--- src/rtl/sad_scan_ctrl.sv ---
// Raster scan controller that sweeps template candidates through compute_sad and tracks the best match.
// Optional feature: define SAD_EARLY_EXIT_EN to stop the scan as soon as a zero SAD is found.
module sad_scan_ctrl #(
    parameter logic [10:0] X_LAST = 11'd608,
    parameter logic [10:0] Y_LAST = 11'd448
) (
    input  logic        clk,
    input  logic        rst_n,
    input  logic        scan_start,
    output logic        fetch_req,
    input  logic        fetch_ack,
    output logic [10:0] cand_x,
    output logic [10:0] cand_y,
    output logic        sad_start,
    input  logic        sad_done,
    input  logic [10:0] sad_posx,
    input  logic [31:0] sad_val,
    output logic [10:0] best_x,
    output logic [10:0] best_y,
    output logic [31:0] best_sad,
    output logic        scan_busy,
    output logic        scan_done
);

    localparam logic [2:0] IDLE  = 3'd0;
    localparam logic [2:0] FETCH = 3'd1;
    localparam logic [2:0] START = 3'd2;
    localparam logic [2:0] WAIT  = 3'd3;
    localparam logic [2:0] NEXT  = 3'd4;
    localparam logic [2:0] DONE  = 3'd5;

    logic [2:0] state;
    logic       at_x_last;
    logic       at_y_last;
    logic       stop_early;
    logic       unused_posx;

    // compute_sad only ever reports an offset of 0..3 within the 4-wide group
    assign unused_posx = ^sad_posx[10:2];

    assign at_x_last = (cand_x == X_LAST);
    assign at_y_last = (cand_y == Y_LAST);

`ifdef SAD_EARLY_EXIT_EN
    // best_sad is reloaded to all-ones at scan start, so zero here means this scan hit a perfect match
    assign stop_early = (best_sad == 32'd0);
`else
    assign stop_early = 1'b0;
`endif

    assign fetch_req = (state == FETCH);
    assign sad_start = (state == START);
    assign scan_done = (state == DONE);
    assign scan_busy = (state != IDLE);

    always_ff @(posedge clk) begin
        if (!rst_n) begin
            state    <= IDLE;
            cand_x   <= 11'd0;
            cand_y   <= 11'd0;
            best_x   <= 11'd0;
            best_y   <= 11'd0;
            best_sad <= 32'hFFFF_FFFF;
        end else begin
            case (state)
                IDLE: begin
                    if (scan_start) begin
                        cand_x   <= 11'd0;
                        cand_y   <= 11'd0;
                        best_x   <= 11'd0;
                        best_y   <= 11'd0;
                        best_sad <= 32'hFFFF_FFFF;
                        state    <= FETCH;
                    end
                end
                FETCH: begin
                    if (fetch_ack) begin
                        state <= START;
                    end
                end
                START: begin
                    state <= WAIT;
                end
                WAIT: begin
                    if (sad_done) begin
                        // strict compare keeps the first candidate found on ties
                        if (sad_val < best_sad) begin
                            best_sad <= sad_val;
                            best_x   <= cand_x + {9'd0, sad_posx[1:0]};
                            best_y   <= cand_y;
                        end
                        state <= NEXT;
                    end
                end
                NEXT: begin
                    if ((at_x_last && at_y_last) || stop_early) begin
                        state <= DONE;
                    end else if (at_x_last) begin
                        cand_x <= 11'd0;
                        cand_y <= cand_y + 11'd1;
                        state  <= FETCH;
                    end else begin
                        cand_x <= cand_x + 11'd4;
                        state  <= FETCH;
                    end
                end
                DONE: begin
                    state <= IDLE;
                end
                default: begin
                    state <= IDLE;
                end
            endcase
        end
    end

endmodule

--- config.mk ---
export PLATFORM = sky130hd
export DESIGN_NAME = sad_scan_ctrl
export DESIGN_NICKNAME = d
export VERILOG_FILES = /design/src/rtl/sad_scan_ctrl.sv
export SDC_FILE = /design/constraint.sdc
export NUM_CORES = 1
export LEC_CHECK = 0
export CAP_MARGIN = 20
export CORE_MARGIN = 2
export CORE_UTILIZATION = 53
export CTS_BUF_LIST = sky130_fd_sc_hd__clkbuf_4 sky130_fd_sc_hd__clkbuf_8
export CTS_CLUSTER_SIZE = 14
export DETAILED_ROUTE_END_ITERATION = 8
export GPL_TIMING_DRIVEN = 0
export PLACE_DENSITY_LB_ADDON = 0.05
export SLEW_MARGIN = 5
export SYNTH_ARGS = -nofsm -noshare
export SYNTH_HDL_FRONTEND = slang
export SYNTH_SLANG_ARGS = --single-unit
--- constraint.sdc ---
create_clock -name clk -period 6.8 [get_ports clk]
set_clock_uncertainty 0.05 [all_clocks]
set_input_delay 1.7 -clock clk [delete_from_list [all_inputs] [get_ports clk]]
set_output_delay 1.7 -clock clk [all_outputs]
set_load 0.005 [all_outputs]
==> impl_metrics.yaml, run 1 <==
global_route:
  grt_start_max_net_pins: 14
  antenna_found_initial: 0
  grt_overflow_total: 0
  grt_pass1_vias: 3812
  gr-usage-all-layers: 0.2485
  grt_pass1_wl_um: 17310
worst_setup_path:
  cp_cell_sequence: "clkdlybuf4s50_1 > ha_1 > a21oi_1 > nor2_1 > a2111oi_0 > o211ai_1 > a22oi_1 > buf_4 > buf_6 > mux2i_1"
  cp-start-kind: "input pin"
  cp_slowest_cell: "clkdlybuf4s50_1"
  r2r_start: "best_sad[29]"
  worstSetupPathType: "input pin to register"
  ff2ff_setup_slack_ns: 4.40
  cp.required_ns: 7.03
  cp.arrival_ns: 4.03
  end_kind: "register"
  ff2ff_path_depth: 10
  r2r-end: "best_sad[5]"
  slowest_delay_ns: 0.42
  worstPathMaxFanout: 10
final_layout:
  syn_to_final_growth_pct: 35.30
  layout.cells.non_filler: 740
  layout-drive-gt1-share: 0.06897
  diodes: 0
  nNetsFinal: 716
place:
  dp_hpwl_um: 7744
  gp_congestion: 0.8200
  place_inst: 724
  io_buffers: 115
routing:
  avgRoutedWirePerCell_um: 13.98
  drcViolationCount: 0
  drt_wl_total_um: 10340
  final_antenna_net_count: 0
  vias: 3900
  first_iter_violations: 162
  drtPass1Iterations: 6
  via_per_inst: 5.270
clocking:
  path_clk_slew_ns: 0.08
  cts_root_buffer: "clkbuf_8"
  cts_tree: "yes"
  clock_sinks: 77
  cts_buffer_depth: 2
  clock_latency_ns: 0.36
  htreeDepth: 3
  post_cts_buffers: 0
  cts_hold_buf: 0
  cts-resized-gates: 0
  cts_buffers: 9
floorplan:
  start_util: 0.5472
  num_rows: 32
  chipHeight_um: 93.55
  num_io_pins: 128
  die_x_um: 93.55
  core-area_sq_um: 7767
  dieArea_sq_um: 8752
min_path:
  hold_start: "best_y[7]"
  min_path_type: "register to register"
  min_delay_worst_endpoint: "best_y[7]"
  min_path_cells: 2
synthesis:
  post-synth-top-count-cell: "nor2_1"
  ys_seq_elements: 77
  ys_seq_area_frac: 0.3627
  synth_flop_cell: "dfxtp_1"
  synth_area_per_cell_sq_um: 8.400
  ys_top_cells_by_count: "nor2_1, dfxtp_1, nand2_1, mux2i_1, inv_1"
  syn_inst: 506
  synth-edff-count: 0
  async_reset_ff_frac: 0
  synth_warnings: 0
  post-synth-top-area-cell: "dfxtp_1"
  synth_area_sq_um: 4250
  synth_top_area_share: 0.3627
  netlist_top_cells_area: "dfxtp_1, mux2i_1, ha_1, nor2_1, nand2_1"
  ys_types: 54
sta:
  layout_min_cycle_time_ns: 3.798
  setup_viol: 0
  fin_crit_sh: 0.5585
  setup_tns_ns: 0
  hold_violations: 0
  max_freq_mhz: 263.3
  worst_pin_slew_ns: 0.5149
  relSlewSlack: 0.6567
  slew_violations: 0
  grt_setup_unrepaired: "false"
run_status:
  outcome: "finished clean"
power_and_ir_drop:
  p_leak_nw: 2.639
  irDropWorstVdd_mv: 0.1197
  p_per_area_nw_per_um2: 177.2
run:
  drv_cap: 0
state kept, by name, indices dropped and copies added (netlist names):
name / cells
best_y: 11
best_sad: 32
cand_y: 11
best_x: 11
cand_x: 9
state: 3
layout by cell type, fill, tap and decap left out, drive strengths merged, types with 2 or more instances in the layout:
cell,n
inv,39
xnor2,10
clkbuf,23
ha,35
nand3,8
a211oi,5
nor2,85
nor2b,2
a21boi,2
o211ai,3
and3,2
bufinv,2
clkdlybuf4s50,115
mux2i,56
xor2,2
a21o,2
a21oi,27
buf,13
or3,5
o21a,2
clkinv,2
dfxtp,77
or4,2
nor3,5
nor3b,4
o22a,2
o21ai,12
nand4,7
nand2,73
conb,2
power breakdown:
group	switching, mW	internal (mW)
registers	0.00393	0.455
clock network	0.177	0.211
logic	0.0861	0.0863
worst max path at each step:
| stage | depth (start not counted) | startpoint | end |
|---|---|---|---|
| 6_report | 10 | sad_val[29] | best_sad[5] |
| 5_1_grt | 10 | sad_val[29] | best_x[4] |
| 4_1_cts | 10 | sad_val[29] | best_sad[5] |
| 3_5_place_dp | 10 | sad_val[29] | best_sad[5] |
| 3_3_place_gp | 10 | sad_val[29] | best_y[6] |
| 2_1_floorplan | 9 | sad_val[29] | best_sad[10] |
kinds of logic (layout without fill, tap and decap cells):
kind of cell / Yosys count / count (layout) / share of synthesized area
simple gates: 201 / 201 / 0.2134
buf+inv: 64 / 195 / 0.07094
mux: 56 / 56 / 0.1319
flops: 77 / 77 / 0.3627
compound gates: 60 / 60 / 0.09244
xor+xnor: 12 / 12 / 0.02473
other cells: 1 / 2 / 0.0008823
fa+ha+maj: 35 / 35 / 0.1030
through the flow:
| step | setup WS, ns | utilization | power, mW | hold slack, ns | area, sq um |
|---|---|---|---|---|---|
| global placement | 2.691 | 0.7123 | 0.6382 | 0.3922 | 5533 |
| floorplan | 3.320 | - | 0.5815 | 0.4011 | 4254 |
| global route | 2.846 | 0.7403 | 1.055 | 0.4348 | 5751 |
| finish | 3.002 | 0.7403 | 1.019 | 0.4099 | 5751 |
| detailed placement | 2.649 | 0.7123 | 0.6408 | 0.3968 | 5533 |
| CTS | 2.994 | 0.7403 | 1.023 | 0.4132 | 5751 |
critical path, delay by kind of cell:
| kind | cells | cell delay (ns) |
|---|---|---|
| mux | 1 | 0.21 |
| simple gates | 1 | 0.06 |
| fa+ha+maj | 1 | 0.33 |
| compound gates | 4 | 0.85 |
| buf+inv | 3 | 0.86 |
cell type report:
type                            count  area (sq um)
Clock inverter                      6         86.33
Multi-Input combinational cell    366          2411
Sequential cell                    77          1541
Tap cell                          102         127.6
Fill cell                         645          2017
Buffer                             26         158.9
Clock buffer                       10         131.4
Timing Repair Buffer              115          1151
Inverter                           38         142.6
layer usage:
metal,routed length [um],part of all wire,global-route usage
met2,4836,0.47,0.4143
met1,4615,0.45,0.3051
met5,0,0,0
met4,221,0.021,0.09783
met3,670,0.065,0.06688
(Power assumes the default switching activity.)
==> run 2: changes to the inputs <==
--- a/config.mk
+++ b/config.mk
@@ -7,7 +7,7 @@
 export LEC_CHECK = 0
 export CAP_MARGIN = 20
 export CORE_MARGIN = 2
-export CORE_UTILIZATION = 53
+export CORE_UTILIZATION = 49
 export CTS_BUF_LIST = sky130_fd_sc_hd__clkbuf_4 sky130_fd_sc_hd__clkbuf_8
 export CTS_CLUSTER_SIZE = 14
 export DETAILED_ROUTE_END_ITERATION = 8
==> constraint.sdc (replaced) <==
create_clock -name clk -period 3.9 [get_ports clk]
set_clock_uncertainty 0.05 [all_clocks]
set_input_delay 0.975 -clock clk [delete_from_list [all_inputs] [get_ports clk]]
set_output_delay 0.975 -clock clk [all_outputs]
set_load 0.005 [all_outputs]
==> run 2 against run 1 <==
Setup slack worse by 2.2 ns. Total power is 74% higher. Final area barely moved. Critical path type unchanged. Global-route usage decreased by 3.1 points. Critical path depth unchanged. Via count fell by 1.5%. Flip-flop and latch count unchanged. Hold slack got worse by 0.00077 ns. First-iteration DRC count increased by 3.1%. Non-clock buffer count unchanged.
==> impl_metrics.yaml, run 2 (synthesis results as in run 1) <==
final_layout:
  top_register: "best_sad"
  diodes: 0
  nNetsFinal: 716
  final_cell_mix: "clkdlybuf4s50_1, nor2_1, dfxtp_1"
  final_common_cell: "clkdlybuf4s50_1"
  final_cell_area_sq_um: 5756
  layout-drive-gt1-share: 0.06897
  layout.cells.non_filler: 743
  syn_to_final_growth_pct: 35.41
  largest_register_ffs: 32
sta:
  max_freq_mhz: 324.6
  layout_min_cycle_time_ns: 3.081
  slew_violations: 0
  fin_crit_sh: 0.7900
  grt_setup_unrepaired: "false"
  relSlewSlack: 0.6608
  setup_tns_ns: 0
  worst_pin_slew_ns: 0.5087
  fin_ws_ns: 0.8191
  hold_violations: 0
  setup_viol: 0
worst_setup_path:
  worstPathMaxFanout: 10
  cp.arrival_ns: 3.31
  cp-start-kind: "input pin"
  r2r-end: "best_x[1]"
  end_kind: "register"
  ff2ff_setup_slack_ns: 1.50
  cp.required_ns: 4.13
  ff2ff_path_depth: 10
  worstSetupPathType: "input pin to register"
  r2r_start: "best_sad[29]"
place:
  io_buffers: 115
  gp_congestion: 0.8748
  place_inst: 727
  place_area_sq_um: 5537
  dp_hpwl_um: 7717
  dp_slack_ns: 0.4586
min_path:
  hold_start: "best_x[6]"
  min_delay_worst_endpoint: "best_x[6]"
  min_path_cells: 2
  min_path_type: "register to register"
run:
  drv_cap: 0
routing:
  final_antenna_net_count: 0
  drtPass1Iterations: 4
  avgRoutedWirePerCell_um: 13.66
  via_per_inst: 5.170
  first_iter_violations: 167
  drt_wl_total_um: 10150
  vias: 3841
  drcViolationCount: 0
clocking:
  path_clk_slew_ns: 0.08
  clock_latency_ns: 0.35
  cts_buffer_depth: 2
  htreeDepth: 3
  cts_tree: "yes"
  clock_sinks: 77
  cts_hold_buf: 0
  post_cts_buffers: 0
  cts-resized-gates: 0
  cts_root_buffer: "clkbuf_8"
  cts_buffers: 9
floorplan:
  core-area_sq_um: 8299
  start_util: 0.5121
  num_io_pins: 128
  chipHeight_um: 97.14
  die_x_um: 97.14
  dieArea_sq_um: 9435
  num_rows: 33
run_status:
  outcome: "finished clean"
global_route:
  antenna_found_initial: 0
  grt_overflow_total: 0
  grt_pass1_wl_um: 17020
  gr-usage-all-layers: 0.2170
  grt_pass1_vias: 3686
  grt_start_max_net_pins: 14
power_and_ir_drop:
  p_per_area_nw_per_um2: 307.6
  p_leak_nw: 2.643
  irDropWorstVdd_mv: 0.2090
[run 2: changes by cell type in the layout (fill, tap and decap cells not counted), sizes merged]
| cell | before | now |
|---|---|---|
| clkinv | 2 | 4 |
| clkinvlp | 1 | 0 |
| inv | 39 | 38 |
[run 2: worst max-delay path: stages]
cell and delay [ns]:
clkdlybuf4s50_1 0.42, ha_1 0.32, a21oi_1 0.14, nor2_1 0.06, a2111oi_0 0.37, o211ai_1 0.15, a22oi_1 0.20, buf_4 0.24
buf_6 0.20, mux2i_1 0.21
[run 2: per-layer routing]
metal | global-route usage | wire length, um | vias to the layer above
met4 | 0.05634 | 107 | 0
met1 | 0.2771 | 4717 | 1784
met3 | 0.06403 | 646 | 11
li1 | - | - | 1945
met5 | 0 | 0 | -
met2 | 0.3595 | 4678 | 101
[run 2: worst max-delay path by stage]
stage,start,to
after floorplan,sad_val[29],best_x[4]
after global placement,sad_val[29],best_sad[20]
after detailed placement,sad_val[29],best_x[1]
after CTS,sad_val[29],best_x[1]
after global routing,sad_val[29],best_sad[19]
final,sad_val[29],best_x[1]
[run 2: final cells by class]
| cell class | count | area, sq um |
|---|---|---|
| plain buffers | 26 | 158.9 |
| fillers | 694 | 2544 |
| multi-input cells | 366 | 2411 |
| clock inverters | 6 | 87.58 |
| inverters | 38 | 142.6 |
| clock buffers | 10 | 131.4 |
| flip-flops and latches | 77 | 1541 |
| repair buffers | 115 | 1151 |
| well taps | 105 | 131.4 |
[run 2: stage by stage]
stage	utilization	hold slack (ns)	total power, mW
2_1_floorplan	-	0.4011	1.014
3_3_place_gp	0.6671	0.3915	1.115
3_5_place_dp	0.6671	0.3987	1.120
4_1_cts	0.6935	0.4111	1.788
5_1_grt	0.6935	0.4271	1.838
6_report	0.6935	0.4091	1.770
[run 2: power by group]
part           internal, mW  switching, mW
registers             0.793        0.00671
clock network         0.368          0.302
logic                 0.151          0.150
total                  1.31          0.459
